==> config.mk <==
export PLATFORM = sky130hd
export DESIGN_NAME = operand_fetch_stage
export DESIGN_NICKNAME = d
export VERILOG_FILES = /design/src/rtl/operand_fetch_pkg.sv /design/src/rtl/operand_fetch_stage_reg_file.sv /design/src/rtl/operand_fetch_stage.sv
export SDC_FILE = /design/constraint.sdc
export NUM_CORES = 1
export LEC_CHECK = 0
export CAP_MARGIN = 20
export CORE_AREA = 4 4 172 174
export CTS_BUF_LIST = sky130_fd_sc_hd__clkbuf_4 sky130_fd_sc_hd__clkbuf_8
export CTS_CLUSTER_DIAMETER = 30
export DETAILED_ROUTE_END_ITERATION = 10
export DIE_AREA = 0 0 176 178
export GPL_ROUTABILITY_DRIVEN = 0
export SYNTH_ARGS = -nofsm -noshare
export SYNTH_HDL_FRONTEND = slang
export SYNTH_SLANG_ARGS = --single-unit
==> constraint.sdc <==
create_clock -name clk -period 7.7 [get_ports clk]
set_input_delay 1.155 -clock clk [delete_from_list [all_inputs] [get_ports clk]]
set_output_delay 1.155 -clock clk [all_outputs]
set_load 0.01 [all_outputs]
==> src/rtl/operand_fetch_pkg.sv <==
// Shared types and constants for the operand fetch stage.
package operand_fetch_pkg;

    typedef enum logic [1:0] {
        IDLE   = 2'd0,
        LOAD_A = 2'd1,
        LOAD_B = 2'd2,
        HOLD   = 2'd3
    } fetch_state_t;

    // Shift codes understood by the downstream shifter.
    localparam logic [1:0] SH_NONE = 2'b00;
    localparam logic [1:0] SH_LSL  = 2'b01;
    localparam logic [1:0] SH_LSR  = 2'b10;
    localparam logic [1:0] SH_ASR  = 2'b11;

endpackage

==> src/rtl/operand_fetch_stage_reg_file.sv <==
// Register file: one synchronous write port and one combinational read port.
// Reads return stored contents only, so a write on the same edge as a read
// capture is not forwarded.
module reg_file #(
    parameter int data_width     = 16,
    parameter int reg_addr_width = 3
) (
    input  logic                      clk,
    input  logic                      reset,
    input  logic                      wr_en,
    input  logic [reg_addr_width-1:0] wr_num,
    input  logic [data_width-1:0]     wr_data,
    input  logic [reg_addr_width-1:0] rd_num,
    output logic [data_width-1:0]     rd_data
);

    localparam int num_regs = 2 ** reg_addr_width;

    logic [data_width-1:0] r_regs [num_regs];

    // Storage array: cleared on reset, written on any edge with wr_en.
    always_ff @(posedge clk or posedge reset) begin
        if (reset) begin
            for (int i = 0; i < num_regs; i++) begin
                r_regs[i] <= '0;
            end
        end else if (wr_en) begin
            r_regs[wr_num] <= wr_data;
        end
    end

    // Combinational read of the stored value.
    always_comb begin
        rd_data = r_regs[rd_num];
    end

endmodule

==> src/rtl/operand_fetch_stage.sv <==
// Operand fetch stage: fetches Rn into A and Rm into B through a single
// register-file read port over two cycles, then holds the operands for the
// shifter/ALU until the downstream handshake.
//
//   state  | meaning
//   -------+---------------------------------------------------------
//   IDLE   | ready for a request; request fields captured on accept
//   LOAD_A | read port on captured rn; A latched at the edge
//   LOAD_B | read port on captured rm; B and shift latched at the edge
//   HOLD   | operands valid; leave on an edge with out_ready
module operand_fetch_stage
    import operand_fetch_pkg::*;
#(
    parameter int data_width     = 16,
    parameter int reg_addr_width = 3
) (
    input  logic                      clk,
    input  logic                      reset,
    input  logic                      wr_en,
    input  logic [reg_addr_width-1:0] wr_num,
    input  logic [data_width-1:0]     wr_data,
    input  logic                      req_valid,
    output logic                      req_ready,
    input  logic [reg_addr_width-1:0] req_rn,
    input  logic [reg_addr_width-1:0] req_rm,
    input  logic [1:0]                req_shift,
    output logic                      out_valid,
    input  logic                      out_ready,
    output logic [data_width-1:0]     a_out,
    output logic [data_width-1:0]     b_out,
    output logic [1:0]                shift_out,
    output logic                      busy
);

    fetch_state_t r_state;
    fetch_state_t w_next_state;

    logic                      w_accept;
    logic                      w_load_a;
    logic                      w_load_b;

    logic [reg_addr_width-1:0] r_rn;
    logic [reg_addr_width-1:0] r_rm;
    logic [1:0]                r_shift;

    logic [data_width-1:0]     r_a;
    logic [data_width-1:0]     r_b;
    logic [1:0]                r_shift_out;

    logic [reg_addr_width-1:0] w_rd_num;
    logic [data_width-1:0]     w_rd_data;

    reg_file #(
        .data_width     (data_width),
        .reg_addr_width (reg_addr_width)
    ) u_rf (
        .clk     (clk),
        .reset   (reset),
        .wr_en   (wr_en),
        .wr_num  (wr_num),
        .wr_data (wr_data),
        .rd_num  (w_rd_num),
        .rd_data (w_rd_data)
    );

    // State register; reset drops any in-flight request.
    always_ff @(posedge clk or posedge reset) begin
        if (reset) begin
            r_state <= IDLE;
        end else begin
            r_state <= w_next_state;
        end
    end

    // Next-state and per-state load strobes.
    always_comb begin
        w_next_state = r_state;
        w_accept     = 1'b0;
        w_load_a     = 1'b0;
        w_load_b     = 1'b0;
        case (r_state)
            IDLE: begin
                if (req_valid) begin
                    w_accept     = 1'b1;
                    w_next_state = LOAD_A;
                end
            end
            LOAD_A: begin
                w_load_a     = 1'b1;
                w_next_state = LOAD_B;
            end
            LOAD_B: begin
                w_load_b     = 1'b1;
                w_next_state = HOLD;
            end
            HOLD: begin
                if (out_ready) begin
                    w_next_state = IDLE;
                end
            end
            default: begin
                w_next_state = IDLE;
            end
        endcase
    end

    // Single read port: rm is only needed while loading B.
    always_comb begin
        w_rd_num = (r_state == LOAD_B) ? r_rm : r_rn;
    end

    // Request capture latches, written only on the accepting edge.
    always_ff @(posedge clk or posedge reset) begin
        if (reset) begin
            r_rn    <= '0;
            r_rm    <= '0;
            r_shift <= SH_NONE;
        end else if (w_accept) begin
            r_rn    <= req_rn;
            r_rm    <= req_rm;
            r_shift <= req_shift;
        end
    end

    // Operand A latch.
    always_ff @(posedge clk or posedge reset) begin
        if (reset) begin
            r_a <= '0;
        end else if (w_load_a) begin
            r_a <= w_rd_data;
        end
    end

    // Operand B and shift-code latches, loaded together so they become
    // visible in the same cycle as out_valid.
    always_ff @(posedge clk or posedge reset) begin
        if (reset) begin
            r_b         <= '0;
            r_shift_out <= SH_NONE;
        end else if (w_load_b) begin
            r_b         <= w_rd_data;
            r_shift_out <= r_shift;
        end
    end

    // Output decode; req_ready is held low while reset is asserted.
    always_comb begin
        req_ready = (r_state == IDLE) && !reset;
        out_valid = (r_state == HOLD);
        busy      = (r_state != IDLE);
        a_out     = r_a;
        b_out     = r_b;
        shift_out = r_shift_out;
    end

endmodule

== Yosys cells after proc, flatten, opt, wreduce, memory -nomap -nowiden ==
Index checks and enable logic that the tools add are counted.

* Order comparisons: 3
* Eq/ne operators: 5
* Mux-type cells: 14
* Bitwise logic cells: 2
* Reductions and logical operators: 6

{| class="wikitable"
|+ Operators by type and width
! kind !! count
|-
| bitwise mux 128 bit || 1
|-
| binary-select mux 16 bit (select 3 bit) || 1
|-
| demux 16 bit (select 3 bit) || 1
|-
| 2-to-1 mux 16 bit || 3
|-
| greater-or-equal comparator 4 bit, second input constant || 2
|-
| NOT 3 -> 4 bit || 2
|-
| case mux 2 bit (4 select lines) || 1
|-
| == test 2 bit, second input constant || 2
|-
| less-than comparator 4 x 1 -> 1 bit, second input constant || 1
|-
| 2-to-1 mux 1 bit || 4
|-
| 2-to-1 mux 2 bit || 2
|-
| 2-to-1 mux 3 bit || 1
|-
| == test 2 x 1 -> 1 bit, second input constant || 1
|-
| logical AND 1 bit || 2
|-
| zero test 2 bit || 1
|-
| != test 2 x 1 -> 1 bit, second input constant || 1
|-
| != test 2 bit, second input constant || 1
|-
| AND reduction 2 bit || 1
|-
| nonzero test 2 bit || 1
|-
| zero test 1 bit || 1
|}

* Bits in registers: 172
* Input bits: 32
* Output and inout bits: 37
* Logic and storage cells: 45

== Logic depth before layout (Yosys ltp) ==
* Depth in word-level cells: 6
* Mapped depth: 9
* Mapped depth without buffers: 7

== Hierarchy ==
A second synthesis with hierarchy kept.

* Cell total of the unflattened synthesis: 447
* Area, all modules: 7852.5 um2

{| class="wikitable"
|+ By module, submodules not included
! module !! instances !! cells an instance !! area each (um2) !! sequential area each (um2)
|-
| reg_file || 1 || 338 || 6024.5 || 3203.1
|-
| operand_fetch_stage || 1 || 109 || 1828.0 || 1101.1
|}

== Worst setup path before layout ==
No wires, ideal clock.

* Kind: input port to flip-flop
* Start: input wr_num[2]
* End: register u_rf.r_regs[100] (netlist name)
* Library setup time: 125 ps
* Arrival time: 2454 ps
* Required time: 7575 ps
* Slack: 5121 ps
* Cell stages on the path: 5
* Path buffers: 2
* Cell sequence: clkbuf_1 > nand2b_1 > nor3b_2 > buf_4 > mux2_2

* Word-level cells in the longest chain between the ends: 6
* Elaborated cells on any way between the ends: 7
* Classes of those cells: order compare: 2; mux: 3; bitwise: 1; reduce/logical: 1

{| class="wikitable"
|+ Ends and longest elaborated chain
! what !! line !! text
|-
| start: declaration || operand_fetch_stage.sv:20 || <nowiki>input logic [reg_addr_width-1:0] wr_num,</nowiki>
|-
| NOT 3 -> 4 bit (not written as such) (*) || operand_fetch_stage_reg_file.sv:28 || <nowiki>r_regs[wr_num] <= wr_data;</nowiki>
|-
| greater-or-equal comparator 4 bit (not written as such) or less-than comparator 4 x 1 -> 1 bit (tied branches) || operand_fetch_stage_reg_file.sv:28 ||
|-
| logical AND 1 bit (not written as such) || operand_fetch_stage_reg_file.sv:28 ||
|-
| 2-to-1 mux 16 bit (not written as such) || operand_fetch_stage_reg_file.sv:28 ||
|-
| demux 16 bit (select 3 bit) (*) || operand_fetch_stage_reg_file.sv:28 ||
|-
| bitwise mux 128 bit (*) || operand_fetch_stage_reg_file.sv:28 ||
|-
| end signal: indexed assignment || operand_fetch_stage_reg_file.sv:28 ||
|-
| end: declaration || operand_fetch_stage_reg_file.sv:19 || <nowiki>logic [data_width-1:0] r_regs [num_regs];</nowiki>
|}

Every way passes the cells marked *; elsewhere a longest branch is shown, timed or not.
A chain may end at the register's enable or synchronous reset.

== Final worst setup path ==
* Start: input reset
* End: output req_ready

* Word-level cells in the longest chain between the ends: 2

{| class="wikitable"
|+ Ends and longest elaborated chain
! what !! line !! text
|-
| start: declaration || operand_fetch_stage.sv:18 || <nowiki>input logic reset,</nowiki>
|-
| zero test 1 bit || operand_fetch_stage.sv:148 || <nowiki>req_ready = (r_state == IDLE) && !reset;</nowiki>
|-
| logical AND 1 bit || operand_fetch_stage.sv:148 ||
|-
| end: declaration || operand_fetch_stage.sv:23 || <nowiki>output logic req_ready,</nowiki>
|}

No other way between the ends.

==> impl_metrics.py <==
metrics = {
    "clock_tree": {
        "clkTransAtPathRegs_ns": 0.08,
        "cts.sink_count": 172,
        "insertion_delay_ns": 0.44,
        "postCtsHoldBufs": 0,
        "buffer_levels_on_the_longest_clock_path": 2,
        "ctsResizeCount": 0,
        "cts_made_buffers": 17,
        "cts_max_level": 4,
        "tritoncts": "built",
        "postCtsSetupRepairBufs": 0,
        "clockRootBuffer": "sky130_fd_sc_hd__clkbuf_8",
    },
    "finish": {
        "post_route_cells_drive_above_1_share": 0.251,
        "area_growth_pct": 17.9,
        "finish.net_count": 811,
        "fillCellCount": 2807,
        "n_antenna_cell": 0,
        "fin_util": 0.352,
    },
    "yosys": {
        "postSynth.asyncResetShare": 1.00,
        "synth.lib_cells_used.distinct": 38,
        "synth_common_cells": "sky130_fd_sc_hd__dfrtp_1 (172), sky130_fd_sc_hd__mux2_2 (140), sky130_fd_sc_hd__nor2_1 (66), sky130_fd_sc_hd__nand2_1 (48), sky130_fd_sc_hd__o22ai_1 (48)",
        "synth-seq-area-share": 0.519,
        "synth_edf_count": 0,
        "post-synth-top-area-cell": "sky130_fd_sc_hd__dfrtp_1",
        "post_synth_inst_count": 720,
        "postSynthRegisterBits": 172,
        "synth.top_cells.by_area": "sky130_fd_sc_hd__dfrtp_1 (52%), sky130_fd_sc_hd__mux2_2 (19%), sky130_fd_sc_hd__o22ai_1 (3.6%)",
        "yosysTopAreaCellShare": 0.519,
        "syn-num-nets": 757,
        "average_cell_area_after_synthesis_sq_um": 11.5,
        "ys.flop_type": "sky130_fd_sc_hd__dfrtp_1",
        "library_cell_with_the_highest_instance_count_after_synthesis": "sky130_fd_sc_hd__dfrtp_1",
        "synth.cell_area_sq_um": 8290,
        "synth_warnings": 0,
    },
    "critical_path": {
        "criticalPathCategory": "input port to primary output",
        "crit_required_ns": 6.55,
        "reg2reg_slack_ns": 4.38,
        "critical_path.endpoint_type": "primary output",
        "worst_setup_path_start_kind": "input port",
        "crit_start": "reset",
        "critPathMaxFanout": 2,
        "crit_arrival_ns": 2.30,
        "worst-r2r-cell-count": 8,
        "r2r_startpoint": "r_state[0]$_DFFE_PP0P_",
        "worst_r2r_endpoint": "a_out[7]$_DFFE_PP0N_",
        "crit_path_to": "req_ready",
    },
    "sta": {
        "clock.fmax_mhz": 289,
        "timing.final.hold_violations": 0,
        "rsz0062_at_grt": "no",
        "layout_worst_path_cycle_share": 0.449,
        "slew_violations": 0,
        "finalSetupTns_ns": 0,
        "fin_worst_hold_slack_ns": 0.500,
        "maxSlewHeadroom": 0.363,
        "layout_setup_ws_ns": 4.25,
        "final-setup-viol-count": 0,
        "fin_worst_skew_ns": 0.0112,
        "worstMarginPinSlew_ns": 0.955,
        "timing.final.crit_period_ns": 3.45,
    },
    "route": {
        "detailedRoute.firstIterationViolations": 448,
        "vias": 5980,
        "dr.pass1.iters": 5,
        "drt-wirelength-per-cell_um": 19.2,
        "totalWireLength_um": 22300,
        "antenna_left": 0,
        "vias_per_cell": 5.14,
        "drcViolationCount": 0,
    },
    "grt": {
        "grt_util_all_layers": 0.144,
        "grt.overflow.total": 0,
        "grt_max_degree": 103,
        "global_route_wire_length_before_repair_um": 35100,
        "antenna_found_initial": 0,
        "vias_in_the_first_global_route": 6172,
    },
    "pwr": {
        "cellLeakagePower_nw": 4.02,
        "peakVddDrop_v": 0.000219,
        "seq_power_share": 0.342,
        "p_int_mw": 2.34,
        "p_sw_frac": 0.397,
        "share_comb_of_total_power": 0.482,
        "power.clock.fraction": 0.177,
        "power.switching_mw": 1.54,
        "power.density_nw_per_um2": 397,
    },
    "worst_hold_path": {
        "min-delay-path-class": "flip-flop to flip-flop",
        "min-delay-start": "u_rf.r_regs[17]$_DFFE_PP0P_",
    },
    "floorplanning": {
        "fp.dieW_um": 176,
        "coreArea_sq_um": 27800,
        "die_h_um": 178,
        "starting_utilization_of_the_core_area": 0.298,
        "floorplan.rows": 61,
        "design.die.area_sq_um": 31300,
        "io_pins": 69,
    },
    "placed_design": {
        "io_buffers": 68,
        "dp_worst_slack_ns": 4.24,
        "hpwl_um": 13300,
    },
    "status": {
        "run_status": "finished, final reports clean",
    },
    "run": {
        "timing.max_cap.violations": 0,
    },
}
-- worst max-delay path, cell delays in order --
cell                              delay, ns
sky130_fd_sc_hd__clkdlybuf4s50_1       0.49
sky130_fd_sc_hd__nor2_1                0.11
sky130_fd_sc_hd__clkdlybuf4s50_1       0.54
-- worst min-delay path by stage --
| stage | to | slack, ns | depth (start not counted) |
|---|---|---|---|
| floorplan | u_rf.r_regs[31]$_DFFE_PP0P_ | 0.47 | 1 |
| global placement | u_rf.r_regs[21]$_DFFE_PP0P_ | 0.48 | 1 |
| detailed placement | b_out[1]$_DFFE_PP0P_ | 0.49 | 2 |
| CTS | u_rf.r_regs[17]$_DFFE_PP0P_ | 0.51 | 1 |
| global route | u_rf.r_regs[44]$_DFFE_PP0P_ | 0.51 | 1 |
| finish | u_rf.r_regs[17]$_DFFE_PP0P_ | 0.50 | 1 |
-- sequential cells by signal, indices dropped and copies added (netlist names) --
| register | count |
|---|---|
| r_rm | 3 |
| r_rn | 3 |
| r_state | 2 |
| shift_out | 2 |
| a_out | 16 |
| r_shift | 2 |
| u_rf.r_regs | 128 |
| b_out | 16 |
-- cell families (layout without fill, tap and decap cells) --
| family | after synthesis | after routing | synth area share |
|---|---|---|---|
| simple gates | 215 | 215 | 0.133 |
| mux | 141 | 141 | 0.192 |
| buf+inv | 53 | 119 | 0.0305 |
| compound gates | 134 | 134 | 0.118 |
| flops | 172 | 172 | 0.519 |
| fa+ha+maj | 5 | 5 | 0.00754 |
-- power groups by stage --
stage                     Sequential [mW]  Clock, mW  Combinational (mW)
after floorplan                      1.34          0                1.25
after global placement               1.34          0                1.85
after detailed placement             1.34          0                1.87
after CTS                            1.33      0.705                1.88
after global routing                 1.36      0.741                2.05
final                                1.33      0.686                1.87
-- per-stage QoR --
stage	total power, mW	cell area (sq um)	std cells
6_report	3.88	9780	1164
5_1_grt	4.15	9780	1164
4_1_cts	3.91	9760	1163
3_5_place_dp	3.21	9330	1132
3_3_place_gp	3.19	9330	1132
2_1_floorplan	2.59	8290	720
-- layer usage --
metal,track usage,routed length [um],up-vias
met3,0.0292,949,31
met1,0.185,10000,3087
met2,0.242,10900,129
met4,0.0507,507,0
li1,-,-,2733
met5,0,0,-
-- layout by cell type, fill, tap and decap left out, types with 3 or more instances in the layout --
cell type	n
sky130_fd_sc_hd__buf_4	13
sky130_fd_sc_hd__nand2_1	48
sky130_fd_sc_hd__or3_1	15
sky130_fd_sc_hd__clkbuf_8	22
sky130_fd_sc_hd__inv_1	5
sky130_fd_sc_hd__a222oi_1	15
sky130_fd_sc_hd__a21o_1	16
sky130_fd_sc_hd__nor2b_1	34
sky130_fd_sc_hd__dfrtp_1	172
sky130_fd_sc_hd__a21oi_1	16
sky130_fd_sc_hd__mux2_2	140
sky130_fd_sc_hd__ha_1	5
sky130_fd_sc_hd__nand2b_1	34
sky130_fd_sc_hd__o221ai_1	30
sky130_fd_sc_hd__nor2_1	66
sky130_fd_sc_hd__clkinvlp_4	3
sky130_fd_sc_hd__o22ai_1	48
sky130_fd_sc_hd__nand4b_1	3
sky130_fd_sc_hd__bufinv_16	3
sky130_fd_sc_hd__clkdlybuf4s50_1	68
-- cell type report --
cell class,instances,area (sq um),share of cell area
Sequential cell,172,4300,0.440
Multi-Input combinational cell,495,3740,0.383
Timing Repair Buffer,82,793,0.0811
Tap cell,378,473,0.0484
Clock buffer,22,303,0.0310
Clock inverter,9,135,0.0138
Inverter,6,27.5,0.00281
(Power assumes the default switching activity.)
